[config.mk]
export PLATFORM = sky130hd
export DESIGN_NAME = ifetch_queue_flat
export DESIGN_NICKNAME = d
export VERILOG_FILES = /design/src/rtl/ifetch_queue_if.sv /design/src/rtl/ifetch_queue.sv /design/src/flat_wrapper.sv
export SDC_FILE = /design/constraint.sdc
export NUM_CORES = 1
export LEC_CHECK = 0
export ABC_AREA = 1
export CAP_MARGIN = 25
export CORE_UTILIZATION = 50
export CTS_BUF_LIST = sky130_fd_sc_hd__clkbuf_4 sky130_fd_sc_hd__clkbuf_8
export DETAILED_ROUTE_END_ITERATION = 10
export PLACE_DENSITY = 0.72
export SYNTH_ARGS = -nofsm -noshare
export SYNTH_HDL_FRONTEND = slang
export SYNTH_SLANG_ARGS = --single-unit
[constraint.sdc]
create_clock -name clk -period 3.6 [get_ports clk]
set_input_delay 0.54 -clock clk [delete_from_list [all_inputs] [get_ports clk]]
set_output_delay 0.54 -clock clk [all_outputs]
set_load 0.1 [all_outputs]
[src/rtl/ifetch_queue_if.sv]
// ifetch_queue_if: redirect, instruction-memory and decode-side handshakes of the fetch stage
interface ifetch_queue_if;
  logic        redirect_valid;
  logic [31:0] redirect_pc;
  logic        imem_req_valid;
  logic [31:0] imem_req_addr;
  logic        imem_req_ready;
  logic        imem_rsp_valid;
  logic [31:0] imem_rsp_data;
  logic        out_valid;
  logic [31:0] out_pc;
  logic [31:0] out_instr;
  logic        out_ready;
  modport master (
    input  redirect_valid, redirect_pc, imem_req_ready, imem_rsp_valid, imem_rsp_data, out_ready,
    output imem_req_valid, imem_req_addr, out_valid, out_pc, out_instr
  );
  modport slave (
    output redirect_valid, redirect_pc, imem_req_ready, imem_rsp_valid, imem_rsp_data, out_ready,
    input  imem_req_valid, imem_req_addr, out_valid, out_pc, out_instr
  );
endinterface

[src/rtl/ifetch_queue.sv]
// ifetch_queue: in-order instruction fetch with a (pc, instr) queue and redirect flush
module ifetch_queue #(
  parameter int          DEPTH    = 4,
  parameter logic [31:0] RESET_PC = 32'h0000_0000
) (
  input logic            clk,
  input logic            rst_n,
  ifetch_queue_if.master bus
);
  localparam int AW = $clog2(DEPTH);
  logic [AW:0]      head, tail, fill, count, unfilled, discard;
  logic [AW+1:0]    inflight;
  logic [31:0]      fpc;
  logic [31:0]      pc_q [DEPTH];
  logic [31:0]      instr_q [DEPTH];
  logic [DEPTH-1:0] filled;
  logic             req_fire, rsp_ok, pop;
  assign count    = tail - head;
  assign unfilled = tail - fill;
  assign inflight = {1'b0, count} + {1'b0, discard};
  assign bus.imem_req_valid = rst_n && !bus.redirect_valid && (inflight < (AW+2)'(DEPTH));
  assign bus.imem_req_addr  = fpc;
  assign bus.out_valid      = filled[head[AW-1:0]] && !bus.redirect_valid;
  assign bus.out_pc         = pc_q[head[AW-1:0]];
  assign bus.out_instr      = instr_q[head[AW-1:0]];
  assign req_fire = bus.imem_req_valid && bus.imem_req_ready;
  assign pop      = bus.out_valid && bus.out_ready;
  assign rsp_ok   = bus.imem_rsp_valid && (discard != '0 || unfilled != '0);
  // Allocate on issue, fill or drop on response, retire on pop; a redirect flushes everything
  always_ff @(posedge clk or negedge rst_n) begin
    if (!rst_n) begin
      head    <= '0;
      tail    <= '0;
      fill    <= '0;
      discard <= '0;
      filled  <= '0;
      fpc     <= RESET_PC;
      for (int i = 0; i < DEPTH; i++) begin
        pc_q[i]    <= '0;
        instr_q[i] <= '0;
      end
    end else if (bus.redirect_valid) begin
      head    <= '0;
      tail    <= '0;
      fill    <= '0;
      filled  <= '0;
      discard <= discard + unfilled - {{AW{1'b0}}, rsp_ok};
      fpc     <= bus.redirect_pc & ~32'h3;
    end else begin
      if (req_fire) begin
        pc_q[tail[AW-1:0]] <= fpc;
        tail               <= tail + 1'b1;
        fpc                <= fpc + 32'd4;
      end
      if (rsp_ok && discard != '0) discard <= discard - 1'b1;
      if (rsp_ok && discard == '0) begin
        instr_q[fill[AW-1:0]] <= bus.imem_rsp_data;
        filled[fill[AW-1:0]]  <= 1'b1;
        fill                  <= fill + 1'b1;
      end
      if (pop) begin
        filled[head[AW-1:0]] <= 1'b0;
        head                 <= head + 1'b1;
      end
    end
  end
endmodule

[src/flat_wrapper.sv]
// flat-port wrapper written by rule: the top's interface ports become plain ports
module ifetch_queue_flat 
#(
  parameter int          DEPTH    = 4,
  parameter logic [31:0] RESET_PC = 32'h0000_0000
)
  (clk, rst_n, bus_redirect_valid, bus_redirect_pc, bus_imem_req_ready, bus_imem_rsp_valid, bus_imem_rsp_data, bus_out_ready, bus_imem_req_valid, bus_imem_req_addr, bus_out_valid, bus_out_pc, bus_out_instr);
  ifetch_queue_if bus_i ();
  input logic clk;
  input logic rst_n;
  input wire logic [$bits(bus_i.redirect_valid)-1:0] bus_redirect_valid;
  input wire logic [$bits(bus_i.redirect_pc)-1:0] bus_redirect_pc;
  input wire logic [$bits(bus_i.imem_req_ready)-1:0] bus_imem_req_ready;
  input wire logic [$bits(bus_i.imem_rsp_valid)-1:0] bus_imem_rsp_valid;
  input wire logic [$bits(bus_i.imem_rsp_data)-1:0] bus_imem_rsp_data;
  input wire logic [$bits(bus_i.out_ready)-1:0] bus_out_ready;
  output wire logic [$bits(bus_i.imem_req_valid)-1:0] bus_imem_req_valid;
  output wire logic [$bits(bus_i.imem_req_addr)-1:0] bus_imem_req_addr;
  output wire logic [$bits(bus_i.out_valid)-1:0] bus_out_valid;
  output wire logic [$bits(bus_i.out_pc)-1:0] bus_out_pc;
  output wire logic [$bits(bus_i.out_instr)-1:0] bus_out_instr;
  assign bus_i.redirect_valid = bus_redirect_valid;
  assign bus_i.redirect_pc = bus_redirect_pc;
  assign bus_i.imem_req_ready = bus_imem_req_ready;
  assign bus_i.imem_rsp_valid = bus_imem_rsp_valid;
  assign bus_i.imem_rsp_data = bus_imem_rsp_data;
  assign bus_i.out_ready = bus_out_ready;
  assign bus_imem_req_valid = bus_i.imem_req_valid;
  assign bus_imem_req_addr = bus_i.imem_req_addr;
  assign bus_out_valid = bus_i.out_valid;
  assign bus_out_pc = bus_i.out_pc;
  assign bus_out_instr = bus_i.out_instr;
  ifetch_queue #(.DEPTH(DEPTH), .RESET_PC(RESET_PC)) u_core (.clk(clk), .rst_n(rst_n), .bus(bus_i));
endmodule
### Word level (Yosys, flattened, before mapping)

Cells that the tools add are included.

* add/sub/neg operators: 10
* multiplexer cells: 32
* magnitude comparators: 10
* bitwise operators: 7
* reduce and logical (&&, ||, !) cells: 23

Operators with widths (count)
* 128-bit bitwise mux: 2
* 32-bit 2-to-1 mux: 8
* 32-bit binary-select mux with 2-bit select: 2
* 32-bit demux with 2-bit select: 2
* 32-bit by 3-bit adder with 32-bit output (second input constant): 1
* 3-bit 2-to-1 mux: 8
* 4-bit 2-to-1 mux: 4
* 1-bit logical AND: 12
* 3-bit by 1-bit adder with 3-bit output (second input constant): 3
* 3-bit >= comparator (second input constant): 3
* 2-bit inverter with 3-bit output: 3
* 2-bit nonzero test: 4
* 2-bit by 3-bit less-than comparator with 1-bit output (second input constant): 2
* 3-bit by 1-bit less-than comparator with 1-bit output (second input constant): 2
* 3-bit nonzero test: 2
* 3-bit subtractor: 2
* 3-bit by 3-bit adder with 4-bit output: 1
* 4-bit bitwise AND: 1
* 1-bit demux with 2-bit select: 2
* 2-bit by 1-bit >= comparator with 1-bit output (second input constant): 2
* 4-bit by 3-bit less-than comparator with 1-bit output (second input constant): 1
* 4-bit inverter: 1
* 4-bit OR: 1
* 2-bit AND reduction: 2
* other kinds (9): 11

* bits in registers: 304
* word-level logic and storage cells: 96

### Depth between registers and ports, before layout

* word-level depth: 10
* gate-level depth with buffers: 19
* mapped depth without buffers: 19

### Worst setup path after synthesis

No wires, ideal clock.

* kind: reg2out
* start: register u_core.head[1]
* end: output bus_imem_req_valid
* cell stages (with the launch flop): 11
* path slack: -0.217 ns
* data required time: 3.060 ns
* data arrival time: 3.277 ns
* cell sequence: dfrtp_1 inv_1 clkbuf_1 clkbuf_1 fa_1 xnor2_1 xor2_1 ha_1 inv_1 nand3_1 nor2_1

* word-level cells in the longest chain between the ends: 4

RTL lines
* from (decl): line ifetch_queue.sv:11 `logic [AW:0] head, tail, fill, count, unfilled, discard;`
* from (signal assigned): line ifetch_queue.sv:63 `head <= head + 1'b1;`
* 3-bit subtractor: line ifetch_queue.sv:18 `assign count = tail - head;`
* 3-bit by 3-bit adder with 4-bit output: line ifetch_queue.sv:20 `assign inflight = {1'b0, count} + {1'b0, discard};`
* 4-bit by 3-bit less-than comparator with 1-bit output: line ifetch_queue.sv:21 `assign bus.imem_req_valid = rst_n && !bus.redirect_valid && (inflight < (AW+2)'(DEPTH));`
* 1-bit logical AND: line ifetch_queue.sv:21
* to (decl): line flat_wrapper.sv:17 `output wire logic [$bits(bus_i.imem_req_valid)-1:0] bus_imem_req_valid;`

No other way between the ends.

### Final worst setup path

* start: register u_core.head[0]
* end: output bus_out_pc[31]

* word-level cells in the longest chain between the ends: 4

RTL lines
* 2-bit inverter with 3-bit output (not written as such): line ifetch_queue.sv:24 `assign bus.out_pc = pc_q[head[AW-1:0]];`
* 32-bit binary-select mux with 2-bit select: line ifetch_queue.sv:24
* 32-bit 2-to-1 mux (not written as such) (2 in a row): line ifetch_queue.sv:24
* to (decl): line flat_wrapper.sv:20 `output wire logic [$bits(bus_i.out_pc)-1:0] bus_out_pc;`

No other way between the ends. The select of a mux whose other input is x is not followed.

==> out/results.ini <==
[timing]
maxSlewViolCount = 0
worstMarginPinSlew_ns = 0.9864
relSlewSlack_pct = 34.03
fmax_mhz = 287.9
fin_tns_setup_ns = 0
rsz0062_at_grt = no
skew_ns = 0.02559
fin_crit_sh_pct = 96.47
final_hold_viol_count = 0
setup_viol = 0
whs_ns = 0.3889
period_minus_slack_ns = 3.473

[clock_tree]
cts_tree = built
path_clk_slew_ns = 0.06
cts.htree.levels = 2
clock_sinks = 294
cts_buffers = 50
insertion_delay_ns = 0.57
clockBufferDepth = 3
postCtsSetupRepairBufs = 0
cts_root_buf = clkbuf_8

[floorplanning]
core_um2 = 30510
start_util_pct = 50.76
dieArea_um2 = 31680
fp.dieH_um = 178.0
die_x_um = 178.0
rows = 64
ioPinCount = 168

[yosys]
netlist_area_um2 = 15490
synth.most_common_cell = nand2_1
synth_top_cell_by_area = dfrtp_1
ys_types = 34
synth_ff_type = dfrtp_1
synth-edff-count = 0
yosys-top-cells-count = nand2_1, dfrtp_1, inv_1
synth_warnings = 0
synth_cells = 1983
synth-seq-cells = 294
netlist.area_leader.share_pct = 47.51
synth_area_per_cell_um2 = 7.809
async_flop_share_pct = 100.0
ys_top_cells_by_area = dfrtp_1, nand2_1, o21bai_1
ys_seq_area_share_pct = 47.51

[pwr]
p_clk_share_pct = 22.0
ir_drop_uv = 796.0
leakage_nw = 9.220
intPower_mw = 8.331
switching_share_pct = 44.88
combPwrFrac_pct = 49.1
power.density_nw_per_um2 = 792.7
seq_power_share_pct = 28.8
switchingPower_mw = 6.784

[placed_design]
placedCellCount = 2439
place_area_um2 = 17900
hpwl_um = 25450
port_buffers = 161
gp_congestion = 0.9165

[worst_hold_path]
hp-class = in -> async

[global_route]
gr-total-overflow = 0
grt_max_degree = 182
grt_usage_pct = 27.50
grt_pass1_vias = 13420
antenna_found_initial = 1
grt_pass1_wl_um = 69560

[setup_path]
worst-path-buf-inv = 4
worst_ep_arrival_time_ns = 2.93
path_cells = buf_4 > inv_4 > buf_4 > o21ai_0 > o22ai_1 > buf_12
r2r_slack_ns = 0.33
rr_worst_depth = 15
critical_path.top_delay_family = buffers and inverters
path_class = reg -> out
cp_max_fo = 65
crit_path_max_incr_delay_ns = 0.56
cp.required_ns = 3.06
reg2reg_to = u_core.pc_q[87]
worstSetupEndpointType = primary output
slowest_stage = buf_4
worst_setup_path_start_kind = flop
rr_startpoint = u_core.tail[0]
critPathMostFrequentCell = buf_4

[status]
status = completed

[final_layout]
postLayoutCellArea_um2 = 19070
nets = 2191
stdcell_count = 2533
register_area_um2 = 7361
synthToLayoutAreaGrowth_pct = 23.13
drive_gt1_share_pct = 9.551
multi_input_area_um2 = 6689
nFillCells = 2618

[detailed_routing]
vias_per_cell = 5.506
drt_iter0_drc = 1215
wl_per_cell_um = 16.84
first_pass_iters = 5
drc_errors = 0
routed-via-count = 13946
drtAntennaViolNets = 0
routed_wl_um = 42660

[job]
max_cap_viol_count = 0

==> worst max-delay path by stage <==
stage	startpoint	to	slack (ns)	cells after the start
after floorplan	u_core.head[1]	bus_imem_req_valid	0.24	10
final	u_core.head[0]	bus_out_pc[31]	0.13	6
after global placement	u_core.tail[0]	u_core.tail[2]	0.26	15
after detailed placement	u_core.tail[0]	u_core.pc_q[5]	0.14	15
after global routing	u_core.tail[0]	bus_imem_req_valid	0.004	11
after CTS	u_core.tail[0]	bus_imem_req_valid	0.05	11
==> worst reg2reg max path, delay by kind of cell, from the launching register on <==
family,cells,cell delay (ns)
flops,1,0.41
simple gates,3,0.36
fa+ha+maj,3,0.78
compound gates,2,0.50
xor+xnor,2,0.36
buf+inv,5,0.76
==> power groups by stage <==
stage          Sequential [mW]  Combinational (mW)  Clock, mW
5_1_grt                   4.43                7.81       3.56
6_report                  4.36                7.43       3.33
2_1_floorplan             4.70                4.48          0
4_1_cts                   4.34                7.46       3.39
3_5_place_dp              4.39                7.43          0
3_3_place_gp              4.36                7.36          0
==> metrics by stage <==
| step | setup slack (ns) | utilization [%] | total power [mW] |
|---|---|---|---|
| final | 0.1270 | 62.50 | 15.12 |
| after global routing | 0.004363 | 62.49 | 15.79 |
| after CTS | 0.05499 | 62.44 | 15.20 |
| after detailed placement | 0.1414 | 58.68 | 11.82 |
| after global placement | 0.2602 | 58.59 | 11.72 |
| after floorplan | 0.2369 | - | 9.180 |
==> layout by cell type, fill, tap and decap left out, types with 10 or more instances in the layout <==
cell | synthesis | final
o22ai_1 | 30 | 30
a21oi_1 | 104 | 104
nand3_1 | 180 | 180
nor2_1 | 106 | 105
ha_1 | 22 | 22
o21ai_0 | 178 | 178
nand2_1 | 484 | 482
clkdlybuf4s50_1 | 0 | 96
buf_12 | 0 | 68
dfrtp_1 | 294 | 293
o21bai_1 | 128 | 128
o21ai_1 | 60 | 60
buf_4 | 5 | 25
clkbuf_4 | 0 | 20
xor2_1 | 10 | 10
inv_1 | 210 | 207
clkbuf_8 | 0 | 66
==> registers in the layout, indices dropped and copies added, names as in the netlist <==
| name | flops |
|---|---|
| u_core.bus.imem_req_addr | 30 |
| u_core.discard | 3 |
| u_core.fill | 3 |
| u_core.filled | 4 |
| u_core.head | 3 |
| u_core.instr_q | 128 |
| u_core.pc_q | 120 |
| u_core.tail | 3 |
==> what timing repair did <==
action,CTS,global route
hold buffers,1,0
setup endpoints to repair,0,89
resized for setup,0,4
endpoints found under the hold margin,11,0
==> layer usage <==
metal / global-route usage, % / up-vias / wire length [um]
met3: 3.900 / 104 / 2955
met2: 43.00 / 572 / 19580
met4: 11.18 / 0 / 1318
met5: 0 / - / 0
met1: 38.43 / 6594 / 18810
li1: - / 6676 / -
==> cells by family (layout without fill, tap and decap cells) <==
group,Yosys count,in the layout,share of synthesized area (%)
AO/OA/AOI/OAI,509,509,18.91
XOR/XNOR,15,15,0.8483
adder cells (fa/ha/maj),25,25,2.165
buffers and inverters,349,499,9.477
flip-flops,294,294,47.51
other,1,5,0.02422
AND/OR/NAND/NOR,790,790,21.07
==> area by class of cell <==
class	count	area share, %
Timing Repair Buffer	193	13.50
Tap cell	396	2.598
Antenna cell	1	0.01312
Clock buffer	86	5.551
Multi-Input combinational cell	1343	35.08
Sequential cell	294	38.60
Inverter	214	4.239
Clock inverter	6	0.4199
(Power assumes the default switching activity.)
